**config.mk**
```make
export PLATFORM = sky130hd
export DESIGN_NAME = reg_file_sb
export DESIGN_NICKNAME = d
export VERILOG_FILES = /design/src/rtl/reg_file_pkg.sv /design/src/rtl/reg_file_sb_scoreboard.sv /design/src/rtl/reg_file_sb.sv
export SDC_FILE = /design/constraint.sdc
export NUM_CORES = 1
export LEC_CHECK = 0
export BUFFER_PORTS_ARGS = -buffer_cell sky130_fd_sc_hd__buf_2
export CAP_MARGIN = 20
export CELL_PAD_IN_SITES_DETAIL_PLACEMENT = 1
export CELL_PAD_IN_SITES_GLOBAL_PLACEMENT = 1
export CORE_MARGIN = 2
export CORE_UTILIZATION = 55
export CTS_BUF_LIST = sky130_fd_sc_hd__clkbuf_8
export CTS_CLUSTER_SIZE = 16
export DETAILED_ROUTE_END_ITERATION = 12
export PLACE_DENSITY_LB_ADDON = 0.05
export REMOVE_ABC_BUFFERS = 1
export SLEW_MARGIN = 20
export SYNTH_ARGS = -nofsm -noshare
export SYNTH_HDL_FRONTEND = slang
export SYNTH_HIERARCHICAL = 1
export SYNTH_SLANG_ARGS = --single-unit
```
**constraint.sdc**
```tcl
create_clock -name clk -period 9 [get_ports clk]
set_clock_uncertainty 0.1 [all_clocks]
set_input_delay 0.45 -clock clk [delete_from_list [all_inputs] [get_ports clk]]
set_output_delay 0.45 -clock clk [all_outputs]
set_load 0.05 [all_outputs]
```
**src/rtl/reg_file_pkg.sv**
```systemverilog
// Shared definitions for the integer register file with scoreboard.
//   RF_XLEN / RF_NREGS : default data width and register count
//   rf_state_t         : clear sequencer state (RF_CLEAR after reset, RF_RUN after)
package reg_file_pkg;

  localparam int unsigned RF_XLEN  = 32;
  localparam int unsigned RF_NREGS = 32;

  typedef enum logic {
    RF_CLEAR = 1'b0,
    RF_RUN   = 1'b1
  } rf_state_t;

endpackage

```
**src/rtl/reg_file_sb_scoreboard.sv**
```systemverilog
// Busy scoreboard: one pending-write bit per architectural register.
//   clk, rst          : clock, synchronous active-high reset (clears all bits)
//   set_en, set_addr  : mark a register busy (issue)
//   clr_en, clr_addr  : mark a register not busy (writeback)
//   rs1_addr/rs2_addr : lookup addresses
//   rs1_busy/rs2_busy : raw busy bits for the lookup addresses
module rf_scoreboard #(
  parameter int unsigned NREGS = 32,
  parameter int unsigned AW    = $clog2(NREGS)
) (
  input  logic          clk,
  input  logic          rst,
  input  logic          set_en,
  input  logic [AW-1:0] set_addr,
  input  logic          clr_en,
  input  logic [AW-1:0] clr_addr,
  input  logic [AW-1:0] rs1_addr,
  input  logic [AW-1:0] rs2_addr,
  output logic          rs1_busy,
  output logic          rs2_busy
);

  logic [NREGS-1:0] busy;

  // The set is applied after the clear so that an issue and a writeback to
  // the same register on one edge leave the bit set (new producer wins).
  always_ff @(posedge clk) begin
    if (rst) begin
      busy <= '0;
    end else begin
      if (clr_en) busy[clr_addr] <= 1'b0;
      if (set_en) busy[set_addr] <= 1'b1;
    end
  end

  assign rs1_busy = busy[rs1_addr];
  assign rs2_busy = busy[rs2_addr];

endmodule

```
**src/rtl/reg_file_sb.sv**
```systemverilog
// Integer register file with write-to-read bypass, busy scoreboard and a
// post-reset clear sequencer that zeroes every entry before going ready.
//   clk, rst            : clock, synchronous active-high reset
//   ready               : high once the clear sequence has finished
//   rs1_addr, rs2_addr  : read addresses
//   rs1_data, rs2_data  : combinational read data
//   rs1_busy, rs2_busy  : pending-write flags for the read registers
//   iss_en, iss_rd      : issue strobe, marks iss_rd busy
//   wr_en, wr_addr, wr_data : writeback port
module reg_file_sb
  import reg_file_pkg::*;
#(
  parameter int unsigned XLEN     = RF_XLEN,
  parameter int unsigned NREGS    = RF_NREGS,
  parameter int unsigned AW       = $clog2(NREGS),
  parameter int unsigned ZERO_REG = 1,
  parameter int unsigned BYPASS   = 1
) (
  input  logic            clk,
  input  logic            rst,
  output logic            ready,
  input  logic [AW-1:0]   rs1_addr,
  input  logic [AW-1:0]   rs2_addr,
  output logic [XLEN-1:0] rs1_data,
  output logic [XLEN-1:0] rs2_data,
  output logic            rs1_busy,
  output logic            rs2_busy,
  input  logic            iss_en,
  input  logic [AW-1:0]   iss_rd,
  input  logic            wr_en,
  input  logic [AW-1:0]   wr_addr,
  input  logic [XLEN-1:0] wr_data
);

  rf_state_t       state, state_nxt;
  logic [AW-1:0]   idx, idx_nxt;
  logic            clr_we;
  logic            run;
  logic [XLEN-1:0] regs [NREGS];

  logic            wr_eff;
  logic            iss_eff;
  logic            sb_busy1, sb_busy2;
  logic            zr1, zr2;
  logic            byp1, byp2;

  // Clear sequencer state register
  always_ff @(posedge clk) begin
    if (rst) begin
      state <= RF_CLEAR;
      idx   <= '0;
    end else begin
      state <= state_nxt;
      idx   <= idx_nxt;
    end
  end

  always_comb begin
    state_nxt = state;
    idx_nxt   = idx;
    clr_we    = 1'b0;
    if (state == RF_CLEAR) begin
      clr_we  = 1'b1;
      idx_nxt = idx + AW'(1);
      if (idx == AW'(NREGS - 1)) state_nxt = RF_RUN;
    end
  end

  assign run   = (state == RF_RUN);
  assign ready = run;

  // Writes and issues only take effect in RUN; register 0 absorbs them when
  // it is hardwired.
  assign wr_eff  = run && wr_en  && !((ZERO_REG != 0) && (wr_addr == '0));
  assign iss_eff = run && iss_en && !((ZERO_REG != 0) && (iss_rd  == '0));

  always_ff @(posedge clk) begin
    if (!rst) begin
      if (clr_we)      regs[idx]     <= '0;
      else if (wr_eff) regs[wr_addr] <= wr_data;
    end
  end

  rf_scoreboard #(
    .NREGS (NREGS),
    .AW    (AW)
  ) u_sb (
    .clk      (clk),
    .rst      (rst),
    .set_en   (iss_eff),
    .set_addr (iss_rd),
    .clr_en   (run && wr_en),
    .clr_addr (wr_addr),
    .rs1_addr (rs1_addr),
    .rs2_addr (rs2_addr),
    .rs1_busy (sb_busy1),
    .rs2_busy (sb_busy2)
  );

  // Read muxes: hardwired zero, then same-cycle bypass, then stored state.
  assign zr1  = (ZERO_REG != 0) && (rs1_addr == '0);
  assign zr2  = (ZERO_REG != 0) && (rs2_addr == '0);
  assign byp1 = (BYPASS != 0) && wr_en && (wr_addr == rs1_addr);
  assign byp2 = (BYPASS != 0) && wr_en && (wr_addr == rs2_addr);

  always_comb begin
    rs1_data = '0;
    rs1_busy = 1'b0;
    if (run && !zr1) begin
      if (byp1) begin
        rs1_data = wr_data;
      end else begin
        rs1_data = regs[rs1_addr];
        rs1_busy = sb_busy1;
      end
    end
  end

  always_comb begin
    rs2_data = '0;
    rs2_busy = 1'b0;
    if (run && !zr2) begin
      if (byp2) begin
        rs2_data = wr_data;
      end else begin
        rs2_data = regs[rs2_addr];
        rs2_busy = sb_busy2;
      end
    end
  end

endmodule

```
==> out/metrics.csv, run 1 <==
stage,metric,value,unit
clock_network,clkTransAtPathRegs,0.06,ns
logic_synthesis,synth_area,50900,um^2
timing,hold_ws,0.176,ns
critical_path,crit_slowest_cell,buf_4,
placement,globalplace.congestion,0.830,
logic_synthesis,synth-adder-area-share,0.0492,%
logic_synthesis,synth_ff_type,edfxtp_1,
timing,slew_violations,0,
logic_synthesis,synth_top_family_by_area,multiplexers,
critical_path,path_common_cell,buf_4,
finish,ff_latch_area,31500,um^2
critical_path,crit_buf_inv,4,
clock_network,clkLatencyLatePin,0.87,ns
finish,mostFrequentLayoutCells,"edfxtp_1 (1024), mux2i_1 (441), mux4_2 (329)",
power_and_ir_drop,power.density,180,nW/um^2
logic_synthesis,syn-instance-count,3041,
finish,multi_input_area,18300,um^2
route,routed_via_density,7.54,
timing,slew_headroom,26.8,%
route,drt-initial-drc-count,4572,
clock_network,cts_tree,yes,
placement,port_buffers,122,
timing,fin_crit_sh,54.7,%
logic_synthesis,async_flop_share,0,%
route,drc,0,
floorplan,rows,111,
logic_synthesis,syn_area_per_cell,16.7,um^2
timing,worstMarginPinSlew,1.10,ns
timing,tns,0,ns
clock_network,post_cts_buffers,0,
clock_network,cts_buffers,176,
floorplan,floorplan.initialDensity,55.5,%
finish,final_common_cell,edfxtp_1,
power_and_ir_drop,irDropWorstVdd,0.162,mV
timing,min_period,4.92,ns
critical_path,path_max_fanout,71,
route,ant_nets,0,
logic_synthesis,synth_xor_area_share,0.224,%
critical_path,worstSetupPathType,in2out,
placement,dp_hpwl,89500,um
route,vias,33925,
logic_synthesis,ys_warn_count,6,
global_route,grt_pass1_vias,35388,
power_and_ir_drop,p_leak,17.5,nW
critical_path,cp.arrival,4.37,ns
run,drv_cap,0,
global_route,grt.total_usage,37.1,%
logic_synthesis,synth_top_area_cell,edfxtp_1,
logic_synthesis,post_synth_and_or_nand_nor_area_fraction,2.52,%
floorplan,die_h,308,um
logic_synthesis,yosys.area.top_type_share,60.4,%
timing,grt_setup_unrepaired,false,
route,drt_first_pass_iters,6,
finish,utilization,60.9,%
route,wl_per_cell,38.8,um
logic_synthesis,synth-compound-area-share,9.32,%
critical_path,slowest_delay,0.80,ns
critical_path,cp.required,8.45,ns
global_route,grt_max_degree,116,
logic_synthesis,synth_cell_types,60,
critical_path,crit_path_end_kind,output pin,
critical_path,path_cells,"buf_8, nor2b_4, buf_4, buf_4, a221oi_1, a22oi_1, a21oi_1, a221o_1, buf_2",
finish,nets,3237,
global_route,grt_pass1_wl,250000,um
critical_path,critPathLaunchType,input pin,
clock_network,cts-resized-gates,0,
logic_synthesis,synth_enable_flop_cells,1024,
clock_network,htree_levels,4,
clock_network,cts_root_buffer,clkbuf_8,
finish,drive_above_1_share,24.0,%
global_route,overflow,0,
logic_synthesis,ys_seq_area_share,61.9,%
floorplan,num_io_pins,123,
finish,fillers,8178,
status,status,"finished, final reports clean",
clock_network,cts_buffer_depth,3,
logic_synthesis,synthMuxAreaShare,23.3,%
global_route,antenna_found_initial,7,
logic_synthesis,synth-seq-cells,1062,
critical_path,cp_top_family,buffers and inverters,
hold_path,holdCritPathClass,in2reg,
route,finalWirelength,175000,um
floorplan,die-area,95000,um^2
floorplan,fp.coreArea,91700,um^2
clock_network,numClockSinks,1062,
timing,max_freq,203,MHz
finish,area_growth,9.72,%
floorplan,die-width,308,um
logic_synthesis,synth_area_leaders,"edfxtp_1 (60%), mux4_2 (15%), mux2i_1 (8.7%)",
timing,finalHoldViolCount,0,
timing,setup_viol,0,
[worst reg2reg max path, stage by stage (launching register included)]
cell     delay, ns
dfxtp_1       0.69
and3b_1       0.36
o21a_2        0.63
buf_4         0.68
a41oi_1       0.55
nor2_4        0.65
buf_4         0.66
[through the flow]
step / worst slack, ns / total power [mW] / cell area, um^2 / cells
after floorplan: 3.67 / 5.83 / 49600 / 2794
after global placement: 4.11 / 6.19 / 52600 / 4178
after detailed placement: 4.06 / 6.21 / 52600 / 4178
after CTS: 4.07 / 10.1 / 55800 / 4496
after global routing: 3.88 / 10.3 / 55800 / 4498
final: 4.08 / 10.0 / 55800 / 4500
[routing by layer]
layer	part of all wire (%)	routed length, um	track usage [%]
met3	10	18200	7.61
met2	47	81900	58.2
met5	0	0	0
met1	37	65400	49.7
met4	5.2	9000	18.4
[cell type report]
| cell class | count | share of cell area [%] |
|---|---|---|
| timing repair buffer | 207 | 2.43 |
| sequential | 1062 | 56.4 |
| antenna | 4 | 0.0179 |
| inverter | 9 | 0.0717 |
| clock inverter | 128 | 1.11 |
| multi-input combinational | 1723 | 32.8 |
| clock buffer | 181 | 4.46 |
| tap | 1186 | 2.66 |
[flip-flops by register name, indices dropped and copies added, names as in the netlist]
| name | flops |
|---|---|
| ready | 1 |
| u_sb/busy | 32 |
| regs | 1024 |
| idx | 5 |
[report_power, final]
group          internal (mW)  switching [mW]  leakage, nW
Sequential              5.38          0.0168         8.35
Combinational          0.266           0.459         7.31
Clock                   1.90            2.02         1.83
[repair_timing]
item | in CTS | in global routing
setup endpoints to repair | 0 | 0
hold buffers | 9 | 0
hold endpoints to repair | 30 | 0
[path summary, 6_finish.rpt]
check / depth (start not counted) / from / to / slack (ns)
worst max-delay path: 9 / rs2_addr[1] / rs2_data[27] / 4.08
worst min-delay path: 4 / wr_addr[3] / u_sb/busy[9] / 0.18
worst max register to register: 6 / ready / regs[31][13] / 4.29
worst min register to register: 2 / u_sb/busy[9] / u_sb/busy[9] / 0.40
[cells by family after synthesis]
group	after synthesis
AO/OA/AOI/OAI	684
XOR/XNOR	13
adder cells (fa/ha/maj)	2
buffers and inverters	256
flip-flops	1062
multiplexers	772
AND/OR/NAND/NOR	252
[cell usage after synthesis (6+ instances only)]
library cell,count
buf_2,61
o21ai_0,180
mux4_2,329
nor2b_1,7
nor2_1,54
clkbuf_1,117
a221o_1,52
a21oi_1,142
a221oi_1,169
inv_1,7
nor3b_1,9
dfxtp_1,38
nand2_1,68
and2_1,36
buf_6,23
edfxtp_1,1024
mux2i_1,441
buf_4,22
nor3_1,15
nand2b_1,6
xnor2_1,11
o211ai_1,8
a211oi_1,18
nand3_1,26
a32o_1,19
a22oi_1,77
buf_1,19
(Power assumes the default switching activity.)
==> run 2, diff against run 1 <==
--- a/config.mk
+++ b/config.mk
@@ -10,7 +10,7 @@
 export CELL_PAD_IN_SITES_DETAIL_PLACEMENT = 1
 export CELL_PAD_IN_SITES_GLOBAL_PLACEMENT = 1
 export CORE_MARGIN = 2
-export CORE_UTILIZATION = 55
+export CORE_UTILIZATION = 51
 export CTS_BUF_LIST = sky130_fd_sc_hd__clkbuf_8
 export CTS_CLUSTER_SIZE = 16
 export DETAILED_ROUTE_END_ITERATION = 12
==> constraint.sdc (replaced) <==
create_clock -name clk -period 4 [get_ports clk]
set_clock_uncertainty 0.1 [all_clocks]
set_input_delay 0.2 -clock clk [delete_from_list [all_inputs] [get_ports clk]]
set_output_delay 0.2 -clock clk [all_outputs]
set_load 0.05 [all_outputs]
==> run 2 against run 1 <==
Effect of this change: cell area is 3.8% higher; highest routed layer unchanged; wire length is 0.17% higher; power is 130% higher; global-route usage is 2.6 points lower; clock power is 140% higher; utilization is 2.1 points lower; critical path type is now reg2out; sequential power is 120% higher.
==> out/metrics.csv, run 2 (synthesis gave the netlist of run 1 again) <==
stage,metric,value,unit
status,status,"finished, final reports clean",
placement,dp_slack,0.788,ns
critical_path,crit_path_end_kind,output pin,
route,finalWirelength,175000,um
route,vias,33812,
timing,setup_viol,0,
finish,largest_reg_flops,1024,
placement,dp_hpwl,103000,um
critical_path,reg2reg_slack,0.52,ns
route,drc,0,
finish,regMostFlops,regs,
route,drt-initial-drc-count,3965,
finish,fillers,8853,
critical_path,critPathLaunch,ready,
timing,finalHoldViolCount,0,
run,drv_cap,0,
global_route,antenna_found_initial,2,
clock_network,numClockSinks,1062,
global_route,grt_pass1_vias,35988,
critical_path,path_max_fanout,17,
timing,min_period,3.73,ns
critical_path,path_cells,"buf_4, inv_1, nor3_1, o21ai_0, inv_2, buf_12, a221o_1, buf_2",
floorplan,num_io_pins,123,
finish,nets,3377,
global_route,grt_pass1_wl,252000,um
clock_network,clkTransAtPathRegs,0.06,ns
timing,slew_violations,0,
finish,fin_cells,4750,
global_route,grt.total_usage,34.4,%
clock_network,cts_hold_buf,39,
timing,tns,0,ns
clock_network,cts_buffer_depth,3,
power_and_ir_drop,total_power,23.2,mW
global_route,grt_max_degree,67,
route,wl_per_cell,36.8,um
critical_path,cp_top_family,buffers and inverters,
critical_path,r2r_cells,8,
clock_network,post_cts_buffers,0,
finish,final_common_cell,edfxtp_1,
critical_path,r2r-start,ready,
clock_network,clkLatencyLatePin,0.87,ns
power_and_ir_drop,power.density,400,nW/um^2
clock_network,cts-resized-gates,0,
route,drt_first_pass_iters,5,
timing,grt_setup_unrepaired,false,
global_route,overflow,0,
critical_path,worstSetupPathType,reg2out,
clock_network,cts_buffers,179,
timing,slew_headroom,26.1,%
critical_path,critPathLaunchType,flop,
critical_path,cp.arrival,3.43,ns
critical_path,crit_slowest_cell,inv_2,
floorplan,floorplan.initialDensity,51.6,%
timing,fin_crit_sh,93.2,%
critical_path,worst-path-stages,8,
finish,area_growth,13.9,%
critical_path,crit_end,rs2_data[12],
floorplan,die_h,320,um
hold_path,worstHoldStart,wr_data[23],
finish,drive_above_1_share,26.3,%
clock_network,htree_levels,4,
timing,worstMarginPinSlew,1.11,ns
timing,max_freq,268,MHz
route,routed_via_density,7.12,
power_and_ir_drop,p_leak,18.4,nW
hold_path,holdCritPathClass,in2reg,
critical_path,cp.required,3.70,ns
floorplan,die-area,102000,um^2
critical_path,r2r_end,u_sb/busy[28],
critical_path,crit_buf_inv,5,
placement,globalplace.congestion,0.844,
placement,placed_cells,4381,
placement,port_buffers,122,
floorplan,die-width,320,um
clock_network,cts_tree,yes,
route,ant_nets,0,
critical_path,slowest_delay,0.54,ns
finish,top_regs,"regs (1024), u_sb/busy (32), idx (5)",
floorplan,rows,115,
power_and_ir_drop,irDropWorstVdd,0.295,mV
timing,setup_slack,0.270,ns
finish,mostFrequentLayoutCells,"edfxtp_1 (1024), mux2i_1 (441), mux4_2 (329)",
clock_network,cts_root_buffer,clkbuf_8,
floorplan,fp.coreArea,98600,um^2
==> run 2: cell types whose count changed in the layout (fill, tap and decap cells not counted), moves of 7 or more <==
cell,before,now
buf_2,115,108
buf_12,3,53
dlygate4sd3_1,9,43
buf_4,76,135
==> run 2: worst register-to-register path, cell delays in order (launching register included) <==
cell and delay (ns):
dfxtp_1 0.38, buf_4 0.25, o311a_1 0.25, nor3b_2 0.23, dlygate4sd3_1 0.88, nand2_1 0.09
dlygate4sd3_1 0.57, a21oi_1 0.12, dlygate4sd3_1 0.55
==> run 2: worst min-delay path by stage <==
stage / endpoint / cells after the start
6_report: regs[7][23] / 2
3_5_place_dp: u_sb/busy[1] / 2
4_1_cts: u_sb/busy[19] / 4
2_1_floorplan: u_sb/busy[0] / 1
5_1_grt: u_sb/busy[12] / 4
3_3_place_gp: u_sb/busy[30] / 2
==> run 2: final cells by class <==
type / instances / area (um^2) / share of cell area [%]
diodes: 2 / 5.00 / 0.00864
clock buffers: 186 / 2560 / 4.42
clock inverters: 137 / 779 / 1.35
inverters: 9 / 40.0 / 0.0691
multi-input cells: 1723 / 18300 / 31.6
flip-flops and latches: 1062 / 31500 / 54.4
well taps: 1287 / 1610 / 2.78
repair buffers: 344 / 3120 / 5.39
==> run 2: metal layers <==
layer | wire [um] | part of all wire, % | global-route usage [%]
met1 | 67000 | 38 | 45.0
met2 | 85100 | 49 | 56.3
met3 | 15500 | 8.9 | 7.12
met4 | 7310 | 4.2 | 14.6
met5 | 0 | 0 | 0
==> run 2: stage by stage <==
stage	util (%)	hold slack [ns]	instance area (um^2)
after global placement	54.9	0.377	54100
after CTS	58.7	0.0343	57900
after floorplan	-	0.169	49600
after global routing	58.8	0.0821	57900
final	58.8	0.129	57900
after detailed placement	54.9	0.386	54100
==> run 2: power by group <==
part	switching, mW	internal [mW]
Sequential	0.0404	12.1
Combinational	1.07	0.682
Clock	4.54	4.76
Total	5.65	17.5
